**src/rtl/pipeline_ctrl.sv**
```systemverilog
`default_nettype none
// ============================================================================
//  Module   : pipeline_ctrl
//  Purpose  : Central sequencing controller for the 5-stage pipeline. Turns
//             EXE-stage hazards (load-use stall, taken branch) into PC,
//             IF/ID and ID/EXE write-enable/flush/next-PC controls.
//             Implements a halt -> drain -> halted -> resume sequence and
//             keeps saturating stall and flush event counters.
//  Ports    : Clk, Clrn (async active-low reset)
//             stall, Branch, EXE_bpc[31:0]  - EXE-stage hazard inputs
//             Halt_Req (level), Resume (pulse) - halt/resume control
//             PC_Wr, PC_Sel, Target[31:0]    - PC controls
//             IF_ID_Wr, ID_EXE_Wr            - pipeline register enables
//             IF_ID_Flush, ID_EXE_Flush      - bubble insertion
//             Halted                         - high in HALTED
//             Stall_Cnt, Flush_Cnt [CNT_W]   - saturating event counters
//  Revision : 1.0 - initial release
// ============================================================================
module pipeline_ctrl #(
    parameter int DRAIN_CYCLES = 4,
    parameter int CNT_W        = 16
) (
    input  logic             Clk,
    input  logic             Clrn,
    input  logic             stall,
    input  logic             Branch,
    input  logic [31:0]      EXE_bpc,
    input  logic             Halt_Req,
    input  logic             Resume,
    output logic             PC_Wr,
    output logic             PC_Sel,
    output logic [31:0]      Target,
    output logic             IF_ID_Wr,
    output logic             ID_EXE_Wr,
    output logic             IF_ID_Flush,
    output logic             ID_EXE_Flush,
    output logic             Halted,
    output logic [CNT_W-1:0] Stall_Cnt,
    output logic [CNT_W-1:0] Flush_Cnt
);

    typedef enum logic [1:0] {
        S_RUN     = 2'b00,
        S_DRAIN   = 2'b01,
        S_HALTED  = 2'b10,
        S_ILLEGAL = 2'b11
    } state_t;

    // Counter counts down to 0, so a load of N-1 yields N drain cycles.
    localparam logic [3:0] c_DRAIN_LOAD = 4'(DRAIN_CYCLES - 1);
    // After a branch only the new ID/EXE/MEM contents remain to retire.
    localparam logic [3:0] c_BR_LOAD    = 4'd2;

    state_t           state_q, state_d;
    logic [3:0]       drain_q, drain_d;
    logic [CNT_W-1:0] stall_cnt_q, stall_cnt_d;
    logic [CNT_W-1:0] flush_cnt_q, flush_cnt_d;

    logic w_pc_wr, w_pc_sel, w_if_id_wr, w_id_exe_wr;
    logic w_if_id_flush, w_id_exe_flush, w_halted;
    logic w_stall_evt, w_flush_evt;

    always_ff @(posedge Clk or negedge Clrn) begin
        if (!Clrn) begin
            state_q     <= S_RUN;
            drain_q     <= 4'd0;
            stall_cnt_q <= '0;
            flush_cnt_q <= '0;
        end else begin
            state_q     <= state_d;
            drain_q     <= drain_d;
            stall_cnt_q <= stall_cnt_d;
            flush_cnt_q <= flush_cnt_d;
        end
    end

    // Next-state and control outputs. Precedence: stall > Branch > normal.
    // In RUN, Halt_Req/Resume only influence next state, never the enables.
    always_comb begin
        state_d        = state_q;
        drain_d        = drain_q;
        w_pc_wr        = 1'b0;
        w_pc_sel       = 1'b0;
        w_if_id_wr     = 1'b0;
        w_id_exe_wr    = 1'b0;
        w_if_id_flush  = 1'b0;
        w_id_exe_flush = 1'b0;
        w_halted       = 1'b0;
        w_stall_evt    = 1'b0;
        w_flush_evt    = 1'b0;

        case (state_q)
            S_RUN, S_DRAIN: begin
                if (stall) begin
                    // Hold everything; Branch is ignored (stale Zero flag)
                    // and the drain counter is frozen.
                    w_stall_evt = 1'b1;
                end else if (Branch) begin
                    w_pc_wr        = 1'b1;
                    w_pc_sel       = 1'b1;
                    w_if_id_wr     = 1'b1;
                    w_id_exe_wr    = 1'b1;
                    w_if_id_flush  = 1'b1;
                    w_id_exe_flush = 1'b1;
                    w_flush_evt    = 1'b1;
                    if (state_q == S_DRAIN || Halt_Req) begin
                        state_d = S_DRAIN;
                        drain_d = c_BR_LOAD;
                    end
                end else if (state_q == S_RUN) begin
                    w_pc_wr     = 1'b1;
                    w_if_id_wr  = 1'b1;
                    w_id_exe_wr = 1'b1;
                    if (Halt_Req) begin
                        state_d = S_DRAIN;
                        drain_d = c_DRAIN_LOAD;
                    end
                end else begin
                    // Draining: stop fetch, keep retiring older stages.
                    w_if_id_flush = 1'b1;
                    w_id_exe_wr   = 1'b1;
                    if (drain_q == 4'd0) begin
                        state_d = S_HALTED;
                    end else begin
                        drain_d = drain_q - 4'd1;
                    end
                end
            end
            S_HALTED: begin
                w_halted = 1'b1;
                if (Resume) begin
                    state_d = S_RUN;
                end
            end
            default: begin
                state_d = S_RUN;
                drain_d = 4'd0;
            end
        endcase
    end

    always_comb begin
        stall_cnt_d = stall_cnt_q;
        flush_cnt_d = flush_cnt_q;
        if (w_stall_evt && (stall_cnt_q != {CNT_W{1'b1}})) begin
            stall_cnt_d = stall_cnt_q + CNT_W'(1);
        end
        if (w_flush_evt && (flush_cnt_q != {CNT_W{1'b1}})) begin
            flush_cnt_d = flush_cnt_q + CNT_W'(1);
        end
    end

    // While Clrn is low the pipeline registers are held and loaded with
    // bubbles regardless of the (already reset) state.
    assign PC_Wr        = Clrn & w_pc_wr;
    assign PC_Sel       = Clrn & w_pc_sel;
    assign IF_ID_Wr     = Clrn & w_if_id_wr;
    assign ID_EXE_Wr    = Clrn & w_id_exe_wr;
    assign IF_ID_Flush  = ~Clrn | w_if_id_flush;
    assign ID_EXE_Flush = ~Clrn | w_id_exe_flush;
    assign Halted       = Clrn & w_halted;
    assign Target       = EXE_bpc;
    assign Stall_Cnt    = stall_cnt_q;
    assign Flush_Cnt    = flush_cnt_q;

endmodule
`default_nettype wire
```
**config.mk**
```make
export PLATFORM = sky130hd
export DESIGN_NAME = pipeline_ctrl
export DESIGN_NICKNAME = d
export VERILOG_FILES = /design/src/rtl/pipeline_ctrl.sv
export SDC_FILE = /design/constraint.sdc
export NUM_CORES = 1
export LEC_CHECK = 0
export ABC_AREA = 1
export CORE_AREA = 3 3 80 90
export DETAILED_ROUTE_END_ITERATION = 8
export DIE_AREA = 0 0 83 93
export PLACE_DENSITY = 0.87
export SYNTH_ARGS = -nofsm -noshare
export SYNTH_HDL_FRONTEND = slang
export SYNTH_SLANG_ARGS = --single-unit
```
**constraint.sdc**
```tcl
create_clock -name Clk -period 1.9 [get_ports Clk]
set_clock_uncertainty 0.1 [all_clocks]
set_input_delay 0.38 -clock Clk [delete_from_list [all_inputs] [get_ports Clk]]
set_output_delay 0.38 -clock Clk [all_outputs]
set_load 0.005 [all_outputs]
```
==> impl_metrics.yaml, run 1 <==
status:
  outcome: "finished, final reports clean"
layout:
  antenna_cells: 0
  final_common_cell: "nand2_1"
  nets: 463
  synthToLayoutAreaGrowth_pct: 18.5
  most-common-layout-cells: "nand2_1, nor2_1, dfrtp_1, clkdlybuf4s50_1, inv_1"
  fillCellCount: 636
  final_cell_area_um2: 3270
  drive_gt1_frac: 0.126
timing:
  hold_violations: 0
  worstMarginPinSlew_ns: 0.494
  max_freq_ghz: 0.538
  period_minus_slack_ns: 1.86
  slew_viol_final: 0
  timing.slew.headroom: 0.671
  hold_ws_ns: 0.183
  finalCritPeriodShare: 0.979
  setup_viol: 0
logic_synthesis:
  synth-edff-count: 0
  syn-num-nets: 435
  ys_types: 29
  syn_avg_cell_area_um2: 7.02
  synth.top_cells.by_area: "dfrtp_1, nand2_1, buf_4"
  async_reset_ff_frac: 1.00
  yosysSeqAreaShare: 0.345
  yosysWarnings: 0
  postSynthCellCount: 393
  synth_seq_cells: 38
  netlist_area_um2: 2760
  netlist.area_leader.share: 0.345
  synth_top_flop_cell: "dfrtp_1"
  synth_top_area_cell: "dfrtp_1"
floorplanning:
  die_area_um2: 7720
  ios: 109
  core_um2: 6440
  fp-row-count: 31
  initial_utilization: 0.428
  die_height_um: 93
  die_w_um: 83
placement:
  place_congestion: 0.886
  dpl_cell_area_um2: 3110
  hpwl_mm: 4.62
  portBuffers: 44
setup_path:
  worstSetupEndpoint: "IF_ID_Wr"
  r2r_slack_ns: 0.20
  r2r_end: "Flush_Cnt[6]$_DFFE_PN0P_"
  rr_startpoint: "Flush_Cnt[1]$_DFFE_PN0P_"
  cpPeakStageDelay_ns: 0.43
  crit_chain: "nor2_2 > inv_2 > nor3_4 > dlygate4sd2_1"
  worstPathRequired_ns: 1.42
  worstSetupStartpoint: "state_q[1]$_DFFE_PN0P_"
  critPathTopFamily: "flip-flops"
  cp.depth: 4
  cp.arrival_ns: 1.38
  slowest_stage: "dfrtp_1"
  r2r_cells: 6
  worst-path-buf-inv: 2
  path_max_fanout: 4
  end_kind: "output pin"
  cp-start-kind: "flip-flop"
  critPathKind: "reg -> out"
power:
  total_power_mw: 3.53
  p_sw_frac: 0.362
  sequentialPowerShare: 0.365
  power.switching_mw: 1.28
  p_int_mw: 2.25
  p_per_area_nw_per_um2: 1080
  p_comb_frac: 0.395
  p_leak_nw: 1.50
  ir_drop_uv: 729
  p_clk_frac: 0.240
clock_tree:
  numCtsBuffers: 5
  cts_sinks: 38
  cts_max_level: 2
  clockBufferDepth: 2
  cts_tree: "built"
  cts.reportedPaths.clkPinSlew_ns: 0.08
  clockRootBuffer: "clkbuf_8"
  clk_latency_ns: 0.29
  cts_hold_buf: 0
detailed_routing:
  vias_per_cell: 4.92
  drtIter0Drc: 109
  wl_per_cell_um: 12.2
  routed_wl_mm: 6.15
  post-route-drc-count: 0
  vias: 2482
  antenna_left: 0
  first_pass_iters: 4
grt:
  grt_overflow: 0
  grt_max_degree: 39
  grt_pass1_wl_mm: 10.4
  antenna_found_initial: 0
  grt_usage: 0.160
  grt_pass1_vias: 2340
worst_hold_path:
  hold_class: "in -> async"
job:
  maxCapViolCount: 0
==> what timing repair did <==
| item | CTS | global route |
|---|---|---|
| gates cloned | 0 | 0 |
| pin swaps | 1 | 0 |
| setup buffers | 1 | 0 |
| gates resized for setup | 15 | 5 |
| endpoints found under the setup margin | 7 | 6 |
==> worst min-delay path by stage <==
stage / startpoint / endpoint / slack (ns) / cells past startpoint
floorplan: Clrn / Flush_Cnt[0]$_DFFE_PN0P_ / -0.02 / 0
global placement: drain_q[0]$_DFFE_PN0P_ / drain_q[0]$_DFFE_PN0P_ / 0.37 / 2
detailed placement: drain_q[0]$_DFFE_PN0P_ / drain_q[0]$_DFFE_PN0P_ / 0.39 / 2
CTS: Clrn / Flush_Cnt[15]$_DFFE_PN0P_ / 0.20 / 3
global route: Clrn / Flush_Cnt[12]$_DFFE_PN0P_ / 0.23 / 3
finish: Clrn / Flush_Cnt[12]$_DFFE_PN0P_ / 0.18 / 3
==> kinds of logic (layout without fill, tap and decap cells) <==
kind of cell | after synthesis | after routing | synth area share
and+or+nand+nor | 233 | 233 | 0.375
AOI/OAI and AO/OA | 27 | 27 | 0.0576
DFF | 38 | 38 | 0.345
buffers and inverters | 76 | 105 | 0.157
adders and majority gates | 4 | 4 | 0.0181
xor gates and xnor gates | 15 | 15 | 0.0476
==> metrics by stage <==
step,std cells,setup TNS [ns],util,setup WS [ns]
floorplan,393,0,-,0.318
global placement,495,-2.04,0.483,-0.396
detailed placement,495,-2.18,0.483,-0.429
CTS,504,0,0.506,0.0216
global route,504,-0.0266,0.507,-0.0154
finish,504,0,0.507,0.0403
==> worst register-to-register path, stage by stage, from the launching register on <==
cell and delay (ns):
dfrtp_1 0.39, ha_1 0.26, nand3_2 0.14, clkinv_1 0.08, nand2_2 0.10, o21ai_4 0.37, o21ai_0 0.15
==> state kept, by name (all words and copies together) (netlist names) <==
register,cells
Stall_Cnt,16
state_q,2
drain_q,4
Flush_Cnt,16
==> power by group through the flow <==
stage | Clock, mW | Combinational (mW) | Sequential, mW
after detailed placement | 0 | 1.38 | 1.29
final | 0.847 | 1.40 | 1.29
after floorplan | 0 | 0.829 | 1.26
after global placement | 0 | 1.33 | 1.28
after global routing | 0.910 | 1.58 | 1.32
after CTS | 0.873 | 1.39 | 1.28
==> metal layers <==
metal  global-route usage  up-vias  part of all wire
li1                     -     1244                 -
met1                0.199     1163              0.44
met2                0.278       71              0.50
met3               0.0414        4             0.053
met4               0.0422        0            0.0046
met5                    0        -                 0
==> cell usage after synthesis (4+ instances only) <==
library cell,count
buf_4,33
dfrtp_1,38
ha_1,4
inv_1,35
nand2_1,138
nand3_1,26
nand4_1,6
nor2_1,41
nor2_2,5
o21ai_0,20
xnor2_1,7
xor2_1,8
==> area by class of cell <==
type	count	area, um^2	share of cell area
flip-flops and latches	38	952	0.291
repair buffers	58	531	0.162
clock buffers	6	82.6	0.0253
inverters	39	146	0.0448
multi-input cells	279	1390	0.426
clock inverters	2	60.1	0.0184
well taps	82	103	0.0314
Note: power is estimated with default switching activity, not from simulation.
==> inputs of run 2 (changes only) <==
CORE_AREA = 3 3 79 89   (was 3 3 80 90)
CTS_BUF_LIST = sky130_fd_sc_hd__clkbuf_4 sky130_fd_sc_hd__clkbuf_8   (was default)
DIE_AREA = 0 0 82 92   (was 0 0 83 93)
PLACE_DENSITY = 0.88   (was 0.87)
==> run 2 against run 1 <==
  * Die area down 2.3%
  * Register-to-register slack better by 0.02 ns
  * Fmax up 1.9%
  * Flip-flop and latch count unchanged
  * Clock power down 31%
  * Sequential share of layout area up 0.38 points
  * Critical path depth up 1
  * Global-route usage up 1.5 points
  * Critical path type unchanged
==> impl_metrics.yaml, run 2 (synthesis results as in run 1) <==
timing:
  period_minus_slack_ns: 1.82
  setup_viol: 0
  setup_ws_ns: 0.0754
  rsz0062_at_grt: "no"
  slew_viol_final: 0
  hold_violations: 0
  worstMarginPinSlew_ns: 0.492
  max_freq_ghz: 0.548
  finalCritPeriodShare: 0.960
  timing.slew.headroom: 0.672
setup_path:
  path_max_fanout: 5
  cpPeakStageDelay_ns: 0.44
  end_kind: "output pin"
  slowest_stage: "dfrtp_2"
  crit_chain: "nor2_2 > inv_2 > buf_6 > o211ai_1 > buf_2"
  r2r_cells: 6
  cp-start-kind: "flip-flop"
  critPathKind: "reg -> out"
  cp.arrival_ns: 1.34
  worstPathRequired_ns: 1.42
status:
  outcome: "finished, final reports clean"
clock_tree:
  clockRootBuffer: "clkbuf_8"
  cts_hold_buf: 0
  clk_latency_ns: 0.28
  clockBufferDepth: 2
  cts_tree: "built"
  cts_sinks: 38
  numCtsBuffers: 5
  cts_max_level: 2
  cts.reportedPaths.clkPinSlew_ns: 0.08
layout:
  nets: 465
  final_common_cell: "nand2_1"
  synthToLayoutAreaGrowth_pct: 16.9
  drive_gt1_frac: 0.137
  antenna_cells: 0
  most-common-layout-cells: "nand2_1, nor2_1, dfrtp_1, clkdlybuf4s50_1, inv_1"
  finish.utilization: 0.524
grt:
  grt_pass1_wl_mm: 10.8
  grt_overflow: 0
  grt_pass1_vias: 2545
  grt_max_degree: 39
  grt_usage: 0.175
  antenna_found_initial: 0
power:
  p_comb_frac: 0.427
  p_int_mw: 2.00
  p_per_area_nw_per_um2: 1020
  p_sw_frac: 0.390
  sequentialPowerShare: 0.395
  ir_drop_uv: 698
  p_clk_frac: 0.177
  p_leak_nw: 1.48
  power.switching_mw: 1.28
placement:
  portBuffers: 44
  place_congestion: 0.840
  hpwl_mm: 4.56
  post-place-ws_ns: -0.402
detailed_routing:
  antenna_left: 0
  vias: 2565
  routed_wl_mm: 6.10
  drtIter0Drc: 107
  first_pass_iters: 4
  post-route-drc-count: 0
  wl_per_cell_um: 12.1
  vias_per_cell: 5.09
floorplanning:
  ios: 109
  die_w_um: 82
  core_um2: 6160
  initial_utilization: 0.448
  die_area_um2: 7540
  die_height_um: 92
  fp-row-count: 30
job:
  maxCapViolCount: 0
worst_hold_path:
  hold_class: "in -> async"
## run 2: cell types whose count changed in the layout (fill, tap and decap cells not counted), sizes merged
cell,before,now
buf,15,20
bufinv,2,0
clkinv,1,2
clkbuf,7,8
dlygate4sd2,7,4
## run 2: cell type report
| class | instances | area [um^2] |
|---|---|---|
| Timing Repair Buffer | 60 | 538 |
| Tap cell | 80 | 100 |
| Fill cell | 583 | 2930 |
| Inverter | 39 | 146 |
| Clock buffer | 7 | 90.1 |
| Multi-Input combinational cell | 279 | 1390 |
| Clock inverter | 1 | 5.00 |
| Sequential cell | 38 | 952 |
## run 2: what timing repair did
action / 4_1_cts / 5_1_grt
cloned: 0 / 0
buffers inserted: 2 / 0
endpoints found under the setup margin: 7 / 5
pin swaps: 1 / 1
resized for setup: 24 / 6
## run 2: metal layers
metal / wire [um] / track usage
met1: 2560 / 0.209
met2: 3050 / 0.299
met5: 0 / 0
met3: 347 / 0.0373
met4: 138 / 0.0720
## run 2: power by group through the flow
stage | Combinational (mW) | Clock (mW) | Sequential (mW)
global placement | 1.32 | 0 | 1.28
detailed placement | 1.37 | 0 | 1.29
floorplan | 0.829 | 0 | 1.26
CTS | 1.39 | 0.610 | 1.29
global route | 1.58 | 0.653 | 1.32
finish | 1.40 | 0.582 | 1.30
## run 2: path summary, 6_finish.rpt
check                           slack, ns                     start                   endpoint
worst min register to register       0.40    drain_q[0]$_DFFE_PN0P_     drain_q[0]$_DFFE_PN0P_
worst max-delay path                 0.08    state_q[1]$_DFFE_PN0P_                IF_ID_Flush
max in group asynchronous            1.21                      Clrn     state_q[1]$_DFFE_PN0P_
min in group Clk                     0.40    drain_q[0]$_DFFE_PN0P_     drain_q[0]$_DFFE_PN0P_
worst max register to register       0.22  Flush_Cnt[1]$_DFFE_PN0P_   Flush_Cnt[2]$_DFFE_PN0P_
worst min-delay path                 0.11                      Clrn  Flush_Cnt[12]$_DFFE_PN0P_
## run 2: critical path: cells and delay by family (launching register included)
family                 cells  cell delay [ns]
DFF                        1             0.44
buffers and inverters      3             0.36
AOI/OAI and AO/OA          1             0.16
and+or+nand+nor            1             0.11
## run 2: stage by stage
| stage | std cells | instance area, um^2 | hold WS, ns | TNS, ns | power [mW] |
|---|---|---|---|---|---|
| final | 504 | 3220 | 0.108 | 0 | 3.28 |
| after global routing | 504 | 3220 | 0.141 | 0 | 3.55 |
| after CTS | 504 | 3210 | 0.128 | 0 | 3.29 |
| after detailed placement | 494 | 3110 | 0.389 | -2.64 | 2.66 |
| after global placement | 494 | 3110 | 0.373 | -1.72 | 2.60 |
| after floorplan | 393 | 2760 | -0.0156 | 0 | 2.09 |
==> inputs of run 3 (changes only) <==
CAP_MARGIN = 10   (was default)
==> results of run 3 <==
Final layout, timing and power as in run 2 (identical DEF).
